===== src/rtl/imm_gen_pkg.sv =====
// Shared constants for the decode-stage immediate generator: resolved format
// codes, the RV32/RV64 base opcodes that carry an immediate, and a helper that
// folds the externally supplied format select onto the legal code set.
package imm_gen_pkg;

  // Resolved immediate format codes (out_fmt encoding).
  localparam logic [2:0] FMT_I   = 3'b000;
  localparam logic [2:0] FMT_S   = 3'b001;
  localparam logic [2:0] FMT_B   = 3'b010;
  localparam logic [2:0] FMT_U   = 3'b011;
  localparam logic [2:0] FMT_J   = 3'b100;
  localparam logic [2:0] FMT_ISH = 3'b101;
  localparam logic [2:0] FMT_ILL = 3'b111;

  // Major opcodes, instr[6:0].
  localparam logic [6:0] OP_LOAD   = 7'b0000011;
  localparam logic [6:0] OP_IMM    = 7'b0010011;
  localparam logic [6:0] OP_JALR   = 7'b1100111;
  localparam logic [6:0] OP_STORE  = 7'b0100011;
  localparam logic [6:0] OP_BRANCH = 7'b1100011;
  localparam logic [6:0] OP_LUI    = 7'b0110111;
  localparam logic [6:0] OP_AUIPC  = 7'b0010111;
  localparam logic [6:0] OP_JAL    = 7'b1101111;
  localparam logic [6:0] OP_FENCE  = 7'b0001111;
  localparam logic [6:0] OP_SYSTEM = 7'b1110011;

  // The unused code 110 is treated the same as ILL.
  function automatic logic [2:0] map_ext_fmt(input logic [2:0] sel);
    return (sel == 3'b110) ? FMT_ILL : sel;
  endfunction

endpackage


===== src/rtl/imm_gen_pipe_decode.sv =====
// Combinational format resolution and immediate extraction. The format comes
// from the opcode (DECODE_MODE=1) or from fmt_sel (DECODE_MODE=0); the
// immediate is sign-extended from bit 31 to XLEN, except shift amounts, which
// are zero-extended.
module imm_fmt_decode
  import imm_gen_pkg::*;
#(
  parameter int XLEN        = 32,
  parameter int DECODE_MODE = 1
) (
  input  logic [31:0]     instr,
  input  logic [2:0]      fmt_sel,
  output logic [2:0]      fmt,
  output logic [XLEN-1:0] imm
);

  logic [31:0] imm32;
  logic [5:0]  shamt;

  // Resolve the immediate format.
  // NOTE: every output of an always_comb gets a default first, so no path can
  // leave it unassigned and infer a latch.
  always_comb begin
    fmt = FMT_ILL;
    if (DECODE_MODE != 0) begin
      case (instr[6:0])
        OP_LOAD, OP_JALR, OP_FENCE, OP_SYSTEM: fmt = FMT_I;
        OP_IMM:    fmt = (instr[14:12] == 3'b001 || instr[14:12] == 3'b101) ? FMT_ISH : FMT_I;
        OP_STORE:  fmt = FMT_S;
        OP_BRANCH: fmt = FMT_B;
        OP_LUI, OP_AUIPC: fmt = FMT_U;
        OP_JAL:    fmt = FMT_J;
        default:   fmt = FMT_ILL;
      endcase
    end else begin
      fmt = map_ext_fmt(fmt_sel);
    end
  end

  // Assemble the 32-bit immediate, then extend it to XLEN.
  always_comb begin
    imm32 = '0;
    case (fmt)
      FMT_I:   imm32 = {{20{instr[31]}}, instr[31:20]};
      FMT_S:   imm32 = {{20{instr[31]}}, instr[31:25], instr[11:7]};
      FMT_B:   imm32 = {{19{instr[31]}}, instr[31], instr[7], instr[30:25], instr[11:8], 1'b0};
      FMT_U:   imm32 = {instr[31:12], 12'b0};
      FMT_J:   imm32 = {{11{instr[31]}}, instr[31], instr[19:12], instr[20], instr[30:21], 1'b0};
      default: imm32 = '0;
    endcase
    // RV64 shifts carry a 6-bit shamt; RV32 only 5 bits.
    shamt = (XLEN == 64) ? instr[25:20] : {1'b0, instr[24:20]};
    imm   = (fmt == FMT_ISH) ? XLEN'(shamt) : XLEN'($signed(imm32));
  end

endmodule


===== src/rtl/imm_gen_pipe.sv =====
// Pipelined immediate generator: decodes at the input, stores the resolved
// {imm, fmt, tag} in a 2-entry skid FIFO and presents the head entry.
// Optional feature macro: IMM_GEN_ERR_CHECK_EN adds the sticky err_ill flag
// and the saturating err_cnt counter of illegal pushes.
module imm_gen_pipe
  import imm_gen_pkg::*;
#(
  parameter int XLEN        = 32,
  parameter int DECODE_MODE = 1,
  parameter int TAG_W       = 5
) (
  input  logic             clk,
  input  logic             rst,
  input  logic             flush,
  input  logic             in_valid,
  output logic             in_ready,
  input  logic [31:0]      in_instr,
  input  logic [2:0]       in_fmt,
  input  logic [TAG_W-1:0] in_tag,
  output logic             out_valid,
  input  logic             out_ready,
  output logic [XLEN-1:0]  out_imm,
  output logic [2:0]       out_fmt,
  output logic [TAG_W-1:0] out_tag
`ifdef IMM_GEN_ERR_CHECK_EN
  ,
  output logic             err_ill,
  output logic [7:0]       err_cnt
`endif
);

  logic [2:0]      dec_fmt;
  logic [XLEN-1:0] dec_imm;

  imm_fmt_decode #(
    .XLEN        (XLEN),
    .DECODE_MODE (DECODE_MODE)
  ) u_decode (
    .instr   (in_instr),
    .fmt_sel (in_fmt),
    .fmt     (dec_fmt),
    .imm     (dec_imm)
  );

  logic [1:0] count_q, count_d;
  logic       head_q, head_d;
  logic       tail_q, tail_d;
  logic       push, pop;

  logic [XLEN-1:0]  imm_q [2];
  logic [2:0]       fmt_q [2];
  logic [TAG_W-1:0] tag_q [2];

  assign in_ready  = (count_q != 2'd2);
  assign out_valid = (count_q != 2'd0);
  assign push      = in_valid & in_ready;
  assign pop       = out_valid & out_ready;

  // Next-state for occupancy and pointers; flush wins over push/pop.
  always_comb begin
    count_d = count_q;
    head_d  = head_q;
    tail_d  = tail_q;
    if (flush) begin
      count_d = 2'd0;
      head_d  = 1'b0;
      tail_d  = 1'b0;
    end else begin
      if (push) tail_d = ~tail_q;
      if (pop)  head_d = ~head_q;
      case ({push, pop})
        2'b10:   count_d = count_q + 2'd1;
        2'b01:   count_d = count_q - 2'd1;
        default: count_d = count_q;
      endcase
    end
  end

  // Control state register with synchronous reset.
  // NOTE: sequential state uses non-blocking assignments so every register
  // samples its pre-edge value regardless of statement order.
  always_ff @(posedge clk) begin
    if (rst) begin
      count_q <= 2'd0;
      head_q  <= 1'b0;
      tail_q  <= 1'b0;
    end else begin
      count_q <= count_d;
      head_q  <= head_d;
      tail_q  <= tail_d;
    end
  end

  // Write the resolved entry at the tail on each accepted push.
  // NOTE: the entry storage is deliberately not reset; an empty FIFO masks
  // it at the outputs, and a write racing a flush stays unreachable.
  always_ff @(posedge clk) begin
    if (push) begin
      imm_q[tail_q] <= dec_imm;
      fmt_q[tail_q] <= dec_fmt;
      tag_q[tail_q] <= in_tag;
    end
  end

  // The head entry only changes on pop, so outputs hold while stalled.
  assign out_imm = out_valid ? imm_q[head_q] : '0;
  assign out_fmt = out_valid ? fmt_q[head_q] : '0;
  assign out_tag = out_valid ? tag_q[head_q] : '0;

`ifdef IMM_GEN_ERR_CHECK_EN
  logic       err_ill_q;
  logic [7:0] err_cnt_q;
  logic       ill_push;

  assign ill_push = push & (dec_fmt == FMT_ILL);

  // Sticky illegal flag and saturating counter; only rst clears them.
  always_ff @(posedge clk) begin
    if (rst) begin
      err_ill_q <= 1'b0;
      err_cnt_q <= 8'd0;
    end else if (ill_push) begin
      err_ill_q <= 1'b1;
      if (err_cnt_q != 8'hFF) err_cnt_q <= err_cnt_q + 8'd1;
    end
  end

  assign err_ill = err_ill_q;
  assign err_cnt = err_cnt_q;
`endif

endmodule

===== config.mk =====
export PLATFORM = sky130hd
export DESIGN_NAME = imm_gen_pipe
export DESIGN_NICKNAME = d
export VERILOG_FILES = /design/src/rtl/imm_gen_pkg.sv /design/src/rtl/imm_gen_pipe_decode.sv /design/src/rtl/imm_gen_pipe.sv
export SDC_FILE = /design/constraint.sdc
export NUM_CORES = 1
export LEC_CHECK = 0
export ABC_AREA = 1
export CORE_AREA = 5 5 106 108
export DETAILED_ROUTE_END_ITERATION = 10
export DIE_AREA = 0 0 111 113
export PLACE_DENSITY = 0.63
export RECOVER_POWER = 100
export SLEW_MARGIN = 20
export SYNTH_ARGS = -nofsm -noshare
export SYNTH_HDL_FRONTEND = slang
export SYNTH_SLANG_ARGS = --single-unit

===== constraint.sdc =====
create_clock -name clk -period 3.85 [get_ports clk]
set_input_delay 0.385 -clock clk [delete_from_list [all_inputs] [get_ports clk]]
set_output_delay 0.385 -clock clk [all_outputs]
set_load 0.01 [all_outputs]

After elaboration in Yosys (flattened, before gate mapping). Memory sizes are Yosys's and may differ from the RTL's. A register that Yosys moved wholly into a read port is not among the register bits. Index checks and enable logic that the tools add are counted.

$add $sub $neg: 2. Equality and inequality tests: 20. Mux-type cells: 16. Bitwise logic cells: 4. Reductions and logical operators: 7.

Operators by type and width (count): $pmux W32 S5 (1); $mux W32 (2); $eq A7 B7 Y1 const B (4); $pmux W3 S6 (1); $eq A7 B5 Y1 const B (2); $eq A7 B6 Y1 const B (2); $eq A3 B3 Y1 const B (3); $mux W1 (8); $eq A7 B2 Y1 const B (1); $eq A7 B4 Y1 const B (1); $eq A3 B1 Y1 const B (2); $eq A3 B2 Y1 const B (2); $mux W3 (2); $mux W5 (1); $pmux W2 S2 (1); $reduce_bool A2 Y1 (2); $reduce_or A2 Y1 (2); $reduce_or A4 Y1 (1); $logic_not A3 Y1 (1); $add A2 B1 Y2 const B (1); $and A1 B1 Y1 (2); $eq A2 B1 Y1 const B (1); $eq A2 B2 Y1 const B (1); $ne A2 B2 Y1 const B (1); other kinds (3) (4).

Bits in registers: 4. RAM bits: 80. Memories: 3.

Memories: imm_q (words 2, width 32, rd ports 1, clocked after memory_dff 1, write ports 1, line imm_gen_pipe.sv:50) `logic [XLEN-1:0] imm_q [2];`; tag_q (words 2, width 5, rd ports 1, clocked after memory_dff 1, write ports 1, line imm_gen_pipe.sv:52) `logic [TAG_W-1:0] tag_q [2];`; fmt_q (words 2, width 3, rd ports 1, clocked after memory_dff 1, write ports 1, line imm_gen_pipe.sv:51) `logic [2:0] fmt_q [2];`.

Longest topological paths before layout. Gate-level depths: netlist (run 1).

Word-level depth: 7. Depth in mapped cells: 10.

Modules after synthesis. Synthesis (run 1) repeated with hierarchy kept, for this count alone.

Cells, all modules: 391. Area total of the unflattened synthesis: 3931.3 µm².

By module, submodules not included: imm_gen_pipe (instances 1, cells an instance 251, area an instance 3233.1 µm²); imm_fmt_decode (instances 1, cells an instance 140, area an instance 698.2 µm²).

Worst setup path after synthesis (run 1). No wires, ideal clock.

Path type: reg-to-reg. Start: register count_q[0]. End: memory fmt_q[1][0], enable pin. Setup time: 0.439 ns. Arrival: 2.380 ns. Required time: 3.411 ns. Slack: 1.031 ns. Cell stages (with the launch flop): 5. Buffers on the path: 0. Clock period less this slack: 2.819 ns. Path through: dfxtp_1 > inv_1 > nand2_1 > nand2_1 > nor2_1.

Cells in the longest elaborated chain, start to end: 4.

Ends and longest elaborated chain: from (decl) (line imm_gen_pipe.sv:45) `logic [1:0] count_q, count_d;`; from (signal assigned) (line imm_gen_pipe.sv:88) `count_q <= count_d;`; $ne A2 B2 Y1 (line imm_gen_pipe.sv:54) `assign in_ready = (count_q != 2'd2);`; net in_ready (line imm_gen_pipe.sv:16) `output logic in_ready,`; $and A1 B1 Y1 (line imm_gen_pipe.sv:56) `assign push = in_valid & in_ready;`; $mux W1 (line imm_gen_pipe.sv:98) `if (push) begin`; $mux W1 (not written as such) (line imm_gen_pipe.sv:100) `fmt_q[tail_q] <= dec_fmt;`; to (decl) (line imm_gen_pipe.sv:51).

The timed path passes the listed nets, and every way through them passes these cells.

==> summary.txt, run 1 <==
Clock tree
  – Htree depth: 3
  – Post-CTS sizing: 0
  – TritonCTS clock tree: built
  – Cts bufs inserted: 9
  – Clk buf depth: 2
  – Post-CTS Setup Bufs: 0
  – Clock root buffer: clkbuf_8
  – # clock sinks: 85
  – Clk_lat worst skew: between 0.3 and 0.4 ns
  – Reg clk slew, reported paths: about 0.080 ns
  – Hold buffers post-CTS: 0

STA
  – RSZ-0062 raised after global routing: no
  – Final min period: roughly 3.0 ns
  – Final WS setup: 0.813 ns
  – Max Freq: roughly 0.33 GHz
  – Final period util: 0.789
  – Clock Skews: 0.00851 ns
  – Final hold vios: 0
  – Setup-failing EPs final: 0
  – Final TNS setup: 0 ns
  – Worst rel slew slack: -0.577
  – Worst-margin pin slew: around 2.4 ns
  – Slew Viols, Final: 42

Logic synthesis
  – Top-count cell post-synth: nand2_1
  – FFs w/ async S/R, synth: 0
  – Post-synthesis sequential area ratio: 0.630
  – Post-synth cell types: 29
  – Syn Nets: roughly 450
  – Syn Std Cell Area: 3980 um^2
  – Synth area leader: edfxtp_1
  – Post-synth EDFFs: 80
  – Post-synth top area share: 0.604
  – Seq cells post-synth: 85
  – Synth area leaders: edfxtp_1, nand2_1, a21oi_1
  – Post-Synth Simple-Gate Area: 0.214
  – Post-Syn Instances: about 400
  – Share of synthesized area spent on multiplexers: 0
  – Largest family of logic cells by synthesized area: simple AND/OR/NAND/NOR gates
  – Compound-Gate Fraction of Synth Area: 0.109
  – Top cells by count, synth: nand2_1, edfxtp_1, a21oi_1
  – Synth Area in Adders: 0.00315
  – Post-Synth XOR/XNOR Area: 0
  – Most common flop cell mapped by yosys: edfxtp_1
  – Synth Area per Inst: around 9.9 um^2
  – Ys Warns: 0

Floorplan
  – Starting density of the core: 0.392
  – Die area: 12500 um^2
  – FP Rows: 37
  – # IOs: 87
  – Vert. Die Dim: 113 um
  – Die width: 111 um
  – Core area: just over 10000 um^2

Drt
  – Vias: 3108
  – Initial DRC count: ~180
  – Via-per-instance ratio: 4.98
  – Post-DRT Antenna Nets: 0
  – DR DRC count: 0
  – Routed Wire Length: 9.36 mm
  – Drt wl/cell: 15.0 um
  – DRT Pass-1 Iters: 4

Critical path
  – FF-to-FF path depth: 5
  – Startpoint types: flop
  – Crit Path Max Fanout: 18
  – R2R Path Start: count_q[0]$_SDFFE_PP0P_
  – Data arrival, critical path: between 2 and 3 ns
  – Critical Path Max Stage Delay: about 0.64 ns
  – Worst EP required: 3.46 ns
  – Setup crit end kind: primary output
  – Crit-path slowest cell: dlygate4sd3_1
  – Sequence of cells on the critical path: inv_1, clkbuf_1, nand2_1, a21oi_1, dlygate4sd3_1
  – Critical Setup Path Class: reg -> out

GRT
  – Largest net degree at the start of global routing: 42
  – Grt ovf: 0
  – Initial antenna violation count: 0
  – Vias in the first global route: 3065
  – GRT Overall Usage: 0.153
  – First-pass GRT wire length: 15.2 mm

Power
  – Pwr/cell area: roughly 370 nW/um^2
  – Worst VDD drop: 0.166 mV
  – Leak: 2.05 nW

Place
  – IO buf count: 83
  – Dpl ws: 1.41 ns
  – Post-DP HPWL: 6.46 mm
  – GPL Wtd Cong: ~0.86

Finish
  – Area Growth Syn to Fin: 28.5%
  – Total Nets Final: 529
  – Layout cell share with drive strength beyond 1: 0.0656
  – Fill cell count: 931
  – Antenna cell count: 0

Run status
  – Failing checks: capacitance limit, slew limit
  – Status: finished with violations

Worst hold path
  – Worst hold path depth: 2
  – Hold path start: head_q$_SDFFE_PP0P_
  – Worst hold path type: reg -> reg

Job
  – Max-cap violations: 1
per-layer routing:
metal,part of all wire,vias to the layer above,global-route usage
met5,0,-,0
met4,0.017,0,0.0534
met3,0.069,12,0.0364
met2,0.49,111,0.257
met1,0.43,1453,0.194
li1,-,1532,-
kinds of logic (layout without fill, tap and decap cells):
| group | count (synthesis) | count (layout) |
|---|---|---|
| and+or+nand+nor | 198 | 198 |
| buffers and inverters | 41 | 128 |
| AOI/OAI and AO/OA | 76 | 76 |
| adders and majority gates | 1 | 1 |
| DFF | 85 | 85 |
worst max-delay path, delay by kind of cell (launching register included):
family,cells,cell delay (ns)
AO/OA/AOI/OAI,1,0.22
buffers and inverters,3,1.65
flip-flops,1,0.32
AND/OR/NAND/NOR,1,0.11
final timing paths:
kind | end | slack (ns)
max | out_imm[7] | 0.81
min | head_q$_SDFFE_PP0P_ | 0.49
max reg2reg | fmt_q[1][2]$_DFFE_PP_ | 0.87
min reg2reg | head_q$_SDFFE_PP0P_ | 0.49
where the power goes:
group / internal, mW / switching, mW / total (mW) / leakage [nW]
Clock: 0.310 / 0.338 / 0.648 / 0.104
Combinational: 0.0859 / 0.112 / 0.198 / 1.17
Sequential: 1.05 / 0.0105 / 1.06 / 0.771
layout by cell type (no fill, tap or decap), types with 2 or more instances in the layout:
| cell | n |
|---|---|
| a21oi_1 | 46 |
| or2_2 | 2 |
| dlygate4sd3_1 | 47 |
| buf_4 | 3 |
| a31oi_1 | 6 |
| nor2_4 | 3 |
| clkbuf_1 | 4 |
| nand2_1 | 145 |
| clkdlybuf4s50_1 | 36 |
| edfxtp_1 | 80 |
| inv_1 | 19 |
| dfxtp_1 | 5 |
| o21bai_1 | 14 |
| nand2_2 | 2 |
| inv_2 | 3 |
| inv_6 | 3 |
| nand2_4 | 2 |
| clkbuf_8 | 9 |
| o21ai_0 | 8 |
| nand3_1 | 17 |
| nor2_1 | 18 |
| nand4_1 | 5 |
metrics by stage:
stage / hold WS, ns / power, mW / instances / utilization / area, um^2
after floorplan: 0.459 / 1.18 / 401 / - / 3980
after global placement: 0.469 / 1.29 / 608 / 0.489 / 4960
after detailed placement: 0.486 / 1.30 / 608 / 0.489 / 4960
after CTS: 0.499 / 1.94 / 624 / 0.509 / 5160
after global routing: 0.540 / 1.99 / 624 / 0.504 / 5110
final: 0.495 / 1.91 / 624 / 0.504 / 5110
registers in the layout, indices dropped and copies added (netlist names), named ones only:
signal	cells
tail_q	1
fmt_q	6
imm_q	64
count_q	2
head_q	1
tag_q	10
cell type report:
class,instances,area [um^2],area share
clock buffer,9,124,0.0243
clock inverter,7,80.1,0.0157
timing repair buffer,90,868,0.170
inverter,22,82.6,0.0162
sequential,85,2500,0.490
tap,136,170,0.0333
multi-input combinational,275,1280,0.251
No activity file was read; power rests on OpenSTA's default activity.
==> run 2: changes to the inputs <==
- clock period: 3.85 -> 3.1 ns (I/O delays scaled with it)
==> summary.txt, run 2 (synthesis results as in run 1) <==
Run status
  – Status: complete, no violations

Finish
  – Commonest cells after routing, fill and taps aside: nand2_1, edfxtp_1, a21oi_1, dlygate4sd3_1, clkdlybuf4s50_1
  – Max reg flops: 64
  – Area Growth Syn to Fin: 30.3%
  – Regs by FF count: imm_q: 64 flops, tag_q: 10 flops, fmt_q: 6 flops
  – Antenna cell count: 0
  – Commonest non-fill, non-tap cell in the layout: nand2_1
  – Most flops, register: imm_q
  – Layout cell share with drive strength beyond 1: 0.0697
  – Total Nets Final: 529

Floorplan
  – Vert. Die Dim: 113 um
  – Starting density of the core: 0.392
  – Core area: 10100 um^2
  – Die area: 12500 um^2
  – Die width: 111 um
  – FP Rows: 37
  – # IOs: 87

STA
  – Worst rel slew slack: 0.248
  – Final TNS setup: 0 ns
  – Final period util: 0.851
  – Clock Skews: between 0.01 and 0.015 ns
  – Worst-margin pin slew: 1.13 ns
  – Slew Viols, Final: 0
  – RSZ-0062 raised after global routing: no
  – Final hold vios: 0
  – Max Freq: 0.379 GHz
  – Setup-failing EPs final: 0
  – Final min period: 2.64 ns

Critical path
  – Startpoint types: flop
  – Crit Path Max Fanout: 19
  – Worst EP required: between 2 and 3 ns
  – Setup crit end kind: primary output
  – Critical Setup Path Class: reg -> out
  – Data arrival, critical path: 2.33 ns

Clock tree
  – Clk buf depth: 2
  – # clock sinks: between 80 and 90
  – Hold buffers post-CTS: 0
  – Clk_lat worst skew: 0.34 ns
  – Htree depth: 3
  – TritonCTS clock tree: built
  – Post-CTS Setup Bufs: 0
  – Clock root buffer: clkbuf_8
  – Cts bufs inserted: 9
  – Post-CTS sizing: 0
  – Reg clk slew, reported paths: 0.08 ns

Place
  – IO buf count: 83
  – Post-DP HPWL: 6.55 mm
  – GPL Wtd Cong: ~0.84

GRT
  – GRT Overall Usage: 0.153
  – GR peak layer: met2
  – Initial antenna violation count: 0
  – Grt ovf: 0
  – Vias in the first global route: 3110
  – Met2 Use GR: 0.261
  – First-pass GRT wire length: 15.4 mm
  – Met1 track demand over resource: 0.202
  – Largest net degree at the start of global routing: 42
  – Met3 usage: 0.0342

Job
  – Max-cap violations: 0

Power
  – Overall Power: 2.49 mW
  – Worst VDD drop: 0.310 mV
  – Leak: 2.08 nW
  – Pwr/cell area: 480 nW/um^2

Drt
  – Drt wl/cell: 15.1 um
  – Routed Wire Length: 9.40 mm
  – Vias: between 3000 and 4000
  – DR DRC count: 0
  – Via-per-instance ratio: 4.92
  – Post-DRT Antenna Nets: 0
  – DRT Pass-1 Iters: 5
  – Initial DRC count: about 190

Worst hold path
  – Worst hold path type: reg -> reg
## run 2: changes by cell type in the layout (fill, tap and decap cells not counted), sizes merged, moves of 2 or more
cell / delta
dlygate4sd3: -2
inv: -3
bufinv: +2
clkdlybuf4s50: +2
## run 2: routing by layer
layer / routed length, um / vias to the layer above / part of all wire
met3: 516 / 4 / 0.055
met5: 0 / - / 0
met4: 44 / 0 / 0.0047
li1: - / 1532 / -
met2: 4530 / 91 / 0.48
met1: 4300 / 1441 / 0.46
## run 2: stage by stage
| stage | instance area (um^2) | setup slack [ns] | utilization | instances | hold WS, ns |
|---|---|---|---|---|---|
| after floorplan | 3980 | 0.281 | - | 401 | 0.409 |
| after global placement | 4980 | 0.772 | 0.491 | 608 | 0.469 |
| after detailed placement | 4980 | 0.679 | 0.491 | 608 | 0.481 |
| after CTS | 5220 | 0.585 | 0.515 | 624 | 0.493 |
| after global routing | 5180 | 0.250 | 0.511 | 624 | 0.518 |
| final | 5180 | 0.461 | 0.511 | 624 | 0.489 |
## run 2: worst paths after layout
path | cells after the start | slack, ns | startpoint | end
hold / removal | 2 | 0.49 | head_q$_SDFFE_PP0P_ | head_q$_SDFFE_PP0P_
setup / recovery | 4 | 0.46 | count_q[0]$_SDFFE_PP0P_ | out_imm[26]
setup reg to reg | 5 | 0.48 | count_q[0]$_SDFFE_PP0P_ | imm_q[0][26]$_DFFE_PP_
hold reg to reg | 2 | 0.49 | head_q$_SDFFE_PP0P_ | head_q$_SDFFE_PP0P_
## run 2: area by class of cell
class / instances / area [um^2]
well taps: 136 / 170
inverters: 22 / 82.6
multi-input cells: 275 / 1290
clock inverters: 6 / 110
fillers: 914 / 4960
clock buffers: 10 / 128
repair buffers: 90 / 895
flip-flops and latches: 85 / 2500
## run 2: critical path, stage by stage (launching register included)
cell,delay (ns)
dfxtp_1,0.37
nor2_4,0.41
clkbuf_1,0.45
a21oi_1,0.11
dlygate4sd3_1,0.64
## run 2: power breakdown
group	total (mW)	internal, mW	switching, mW
combinational	0.250	0.110	0.139
sequential	1.32	1.31	0.0129
clock	0.917	0.536	0.381
total	2.49	1.95	0.533
==> run 3: changes to the inputs <==
- CTS_CLUSTER_SIZE: not set -> 25
==> results of run 3 <==
No change in the layout: final DEF, timing and power equal those of run 2.
